--- config.mk ---
export PLATFORM = sky130hd
export DESIGN_NAME = step_decoder
export DESIGN_NICKNAME = d
export VERILOG_FILES = /design/src/rtl/step_decoder.sv
export SDC_FILE = /design/constraint.sdc
export NUM_CORES = 1
export LEC_CHECK = 0
export CAP_MARGIN = 20
export CORE_AREA = 2 2 49 51
export DETAILED_ROUTE_END_ITERATION = 8
export DIE_AREA = 0 0 51 53
export PLACE_DENSITY = 0.65
export SLEW_MARGIN = 15
export SYNTH_ARGS = -nofsm -noshare
export SYNTH_HDL_FRONTEND = slang
export SYNTH_SLANG_ARGS = --single-unit
export TNS_END_PERCENT = 50
--- constraint.sdc ---
create_clock -name clk -period 4.8 [get_ports clk]
set_input_delay 0.72 -clock clk [delete_from_list [all_inputs] [get_ports clk]]
set_output_delay 0.72 -clock clk [all_outputs]
set_load 0.02 [all_outputs]
--- src/rtl/step_decoder.sv ---
// step_decoder: registered step sequencer with programmable wrap and a
// registered one-hot decode gated by an output enable.
module step_decoder #(
   parameter int WIDTH = 3
) (
   input  logic                  clk,
   input  logic                  rst_n,
   input  logic                  EN,
   input  logic                  CLR,
   input  logic                  LOAD,
   input  logic [WIDTH-1:0]      S_IN,
   input  logic [WIDTH-1:0]      LAST,
   input  logic                  OE,
   output logic [WIDTH-1:0]      STEP,
   output logic [2**WIDTH-1:0]   T,
   output logic                  WRAP
);
   localparam int N = 2**WIDTH;
   localparam logic [N-1:0] ONEHOT_RST = {{(N-1){1'b0}}, 1'b1};
   logic [WIDTH-1:0] step_q, step_d;
   logic [N-1:0]     onehot_q, onehot_d;
   logic             wrap_q, wrap_d;
   logic             at_end;
   always_comb begin
      // Steps above LAST keep counting up to the top code before wrapping
      at_end   = (step_q == LAST) || (&step_q);
      step_d   = CLR ? '0 : LOAD ? S_IN : EN ? (at_end ? '0 : step_q + WIDTH'(1)) : step_q;
      wrap_d   = !CLR && !LOAD && EN && at_end;
      onehot_d = '0;
      onehot_d[step_d] = 1'b1;
   end
   always_ff @(posedge clk or negedge rst_n) begin
      if (!rst_n) begin
         step_q   <= '0;
         onehot_q <= ONEHOT_RST;
         wrap_q   <= 1'b0;
      end else begin
         step_q   <= step_d;
         onehot_q <= onehot_d;
         wrap_q   <= wrap_d;
      end
   end
   assign STEP = step_q;
   assign WRAP = wrap_q;
   assign T    = OE ? onehot_q : '0;
endmodule

# Yosys cells after proc, flatten, opt, wreduce, memory -nomap -nowiden
# Index checks and enable logic that the tools add are counted.
dict set report word_totals {
  register_bits 12
  input_bits 12
  output_inout_bits 12
}
dict set report classes {
  eq_ne 1
  magnitude_cmp 2
  muxes 7
  n_addsub 1
  reduce_logical 8
}
# operator n
set ops {}
lappend ops {{$mux 3} 4}
lappend ops {{$mux 8} 1}
lappend ops {{$logic_and 1x1->1} 4}
lappend ops {{$lt 3x4->1 const B} 1}
lappend ops {{$add 3x1->3 const B} 1}
lappend ops {{$demux 1 s3} 1}
lappend ops {{$eq 3x3->1} 1}
lappend ops {{$ge 3x1->1 const B} 1}
lappend ops {{$reduce_and 3->1} 1}
lappend ops {{$logic_not 1->1} 2}
lappend ops {{$logic_or 1x1->1} 1}
lappend ops {{$mux 1} 1}

# Longest topological paths before layout
dict set report depth {
  depth_word 10
  depth_mapped 7
  mapped_depth_nobuf 7
}

# Worst setup path after synthesis
# No wires, ideal clock.
dict set report synth_timing {
  kind {register -> register}
  start {register step_q[0], in the netlist STEP[0]}
  end {register onehot_q[5]}
  setup_slack_ps 2938
  t_arrival_ps 1795
  synth_period_minus_slack_ps 1862
  stages_incl_launch_ff 8
  n_path_buf 0
  cell_sequence {dfrtp_1 -> ha_1 -> ha_1 -> nor2b_1 -> o311ai_0 -> a221o_1 -> inv_1 -> and3_1}
}
dict set report synth_between {
  elab_chain_len 10
  elab_cells_between_ends 13
  cone_classes {1 x add/sub; 2 x order compare; 1 x eq/ne; 6 x mux; 3 x reduce/logical}
}
# element line
set synth_lines {}
lappend synth_lines {{start, declared} 20} ;# logic [WIDTH-1:0] step_q, step_d;
lappend synth_lines {{start signal, assigned} 38} ;# step_q <= step_d;
lappend synth_lines {{parallel branches: the longest is 2 deep, another holds $add 3x1->3} -}
lappend synth_lines {{$mux 3 * (4 in series)} 27} ;# step_d = CLR ? '0 : LOAD ? S_IN : EN ? (at_end ? '0 : step_q + WIDTH'(1)) : step_q;
lappend synth_lines {{via step_d[2]} 20}
lappend synth_lines {{$lt 3x4->1 (implied by the code) or $ge 3x1->1 (tied branches)} 30} ;# onehot_d[step_d] = 1'b1;
lappend synth_lines {{$logic_and 1x1->1 (implied by the code)} 30}
lappend synth_lines {{$mux 1 (implied by the code)} 30}
lappend synth_lines {{$demux 1 s3 *} 30}
lappend synth_lines {{via onehot_d[5]} 21} ;# logic [N-1:0] onehot_q, onehot_d;
lappend synth_lines {{end signal, assigned} 39} ;# onehot_q <= onehot_d;
lappend synth_lines {{end, declared} 21}
# Mark *: on every way through the listed nets, which the timed path passes.

# Worst setup path in the final report
dict set report layout_timing {
  start {input port OE}
  end {output port T[7]}
}
dict set report layout_between {
  elab_chain_len 1
}
# element line
set layout_lines {}
lappend layout_lines {{start, declared} 13} ;# input logic OE,
lappend layout_lines {{$mux 8} 45} ;# assign T = OE ? onehot_q : '0;
lappend layout_lines {{end, declared} 15} ;# output logic [2**WIDTH-1:0] T,
# Every way passes these cells.

==> results.cfg <==
[pwr]
max-vdd-ir-drop_uv = 103.3
power_density_mw_per_mm2 = 265.7
leakagePower_nw = 0.4194

[worst_setup_path]
path_class = input pin to output port
cp_max_fo = 8
worstPathRequired_ns = 4.08
crit_arrival_ns = 2.03
cp-start-kind = input pin
critPathCaptureType = output port

[placed_design]
port_buffers = 23
gp_congestion = 0.7116
place_hpwl_um = 942.5

[timing]
fin_worst_skew_ns = 0.001939
hold_viol = 0
worst_pin_slew_ns = 0.4863
rsz0062_at_grt = no
finalSetupViolations = 0
timing.final.crit_share = 0.5723
tns_ns = 0
slew_headroom = 0.6748
timing.fmax_mhz = 364.0
min_period_ns = 2.747
drv_slew = 0

[synthesis]
yosysUniqueCellTypes = 19
syn_area_um2 = 618.1
synth_warnings = 0
syn_nets = 70
ys_seq_area_frac = 0.4879
ys_ff_latch = 12
avgSynthCellArea_um2 = 11.04
syn_inst = 56

[global_routing]
overflow = 0
antenna_found_initial = 0
grt_pass1_vias = 479
grt_max_degree = 13
groute.usage.overall = 0.1015
grt_pass1_wl_mm = 1.952

[cells_and_area]
fill_cells = 209
layout_commonest_cell = clkdlybuf4s50_1
final_cell_mix = clkdlybuf4s50_1 (23), dfrtp_1 (11), and2_1 (8)
nNetsFinal = 97
drive_gt1_frac = 0.08537
postLayoutCoreUtil = 0.4257
num_antenna_cells = 0
area_growth_pct = 47.98

[hold_path]
hp-class = input pin to async pin

[outcome]
status = complete, no violations

[routing]
topRoutingLayerUsed = met4
wl_met2_um = 581
num_vias = 501
wl_met3_um = 68
finalWirelength_mm = 1.197
wire_per_inst_um = 10.88
avgViaCountPerCell = 4.555
drt_iter0_drc = 9
drcViolationCount = 0
wl_met1_um = 521
final_antenna_net_count = 0
drt_pass1_iterations = 4

[floorplan]
die_h_um = 53
start_util = 0.2877
io_pins = 24
die_area_mm2 = 0.002703
core_mm2 = 0.002148
fp.dieW_um = 51
num_rows = 17

[clock_network]
cts_setup_buffers = 0
cts_resized = 0
cts_max_level = 1
cts.reportedPaths.clkPinSlew_ns = 0.07
clk_latency_ns = 0.26
postCtsHoldBufs = 0
root_buffer = clkbuf_4
cts.sinks = 12
cts_tree = done
numCtsBuffers = 3
cts_buffer_depth = 2

[job]
drv_cap = 0
[sequential cells by signal, indices dropped and copies added (netlist names)]
name / flops
onehot_q: 8
STEP: 3
WRAP: 1
[metrics by stage]
step	std cells	worst slack (ns)	total power [mW]	hold WS, ns	instance area [um2]
floorplan	56	2.938	0.1423	0.4244	618.1
global placement	106	2.058	0.1680	0.8278	878.3
detailed placement	106	2.042	0.1690	0.8147	878.3
CTS	110	2.032	0.2465	0.7944	914.6
global route	110	1.971	0.2542	0.8394	914.6
finish	110	2.053	0.2430	0.7819	914.6
[routing by layer]
metal / global-route usage / vias up
met5: 0 / -
met4: 0.08108 / 0
met3: 0.02260 / 2
met2: 0.1645 / 14
met1: 0.1150 / 235
li1: - / 250
[cell usage after synthesis (all sizes together)]
cell / n / area, um2
a21oi: 3 / 15.01
a221o: 2 / 20.02
a221oi: 1 / 26.28
a311o: 1 / 10.01
a31oi: 1 / 6.260
and2: 8 / 50.05
and3: 4 / 25.02
clkbuf: 1 / 5.000
dfrtp: 11 / 275.3
dfstp: 1 / 26.28
ha: 2 / 25.02
inv: 6 / 22.52
nand2b: 1 / 8.760
nor2b: 1 / 6.260
nor3: 4 / 20.02
nor4: 1 / 6.260
o311ai: 2 / 17.52
xnor2: 3 / 26.28
xor2: 3 / 26.28
[where the power goes]
part	leakage, nW	internal, mW	switching (mW)	total [mW]
clock	0.0210	0.0461	0.0301	0.0762
sequential	0.159	0.108	0.00453	0.112
combinational	0.240	0.0275	0.0270	0.0545
[worst max-delay path: stages]
cell	delay (ns)
clkdlybuf4s50_1	0.55
and2_1	0.15
clkdlybuf4s50_1	0.60
[worst paths after layout]
check                                   from                     to  slack [ns]  cells past startpoint
hold reg to reg            STEP[2]$_DFF_PN0_         WRAP$_DFF_PN0_        0.83                      3
setup reg to reg           STEP[0]$_DFF_PN0_  onehot_q[7]$_DFF_PN0_        2.79                      7
min in group clk           STEP[2]$_DFF_PN0_         WRAP$_DFF_PN0_        0.83                      3
hold / removal                         rst_n  onehot_q[2]$_DFF_PN0_        0.78                      1
max in group asynchronous              rst_n  onehot_q[0]$_DFF_PN1_        3.67                      1
setup / recovery                          OE                   T[7]        2.05                      3
[logic make-up (layout without fill, tap and decap cells)]
family	Yosys count	in the layout	synth area share
fa+ha+maj	2	2	0.04048
simple gates	19	19	0.1883
compound gates	10	10	0.1539
xor+xnor	6	6	0.08504
flops	12	12	0.4879
buf+inv	7	33	0.04452
[final cells by class]
cell class,count,area [um2],share of cell area
inverters,6,22.52,0.02462
flip-flops and latches,12,301.5,0.3297
repair buffers,23,230.2,0.2517
multi-input cells,37,289.0,0.3160
clock buffers,4,36.28,0.03967
well taps,28,35.03,0.03830
No activity file was read; power rests on OpenSTA's default activity.
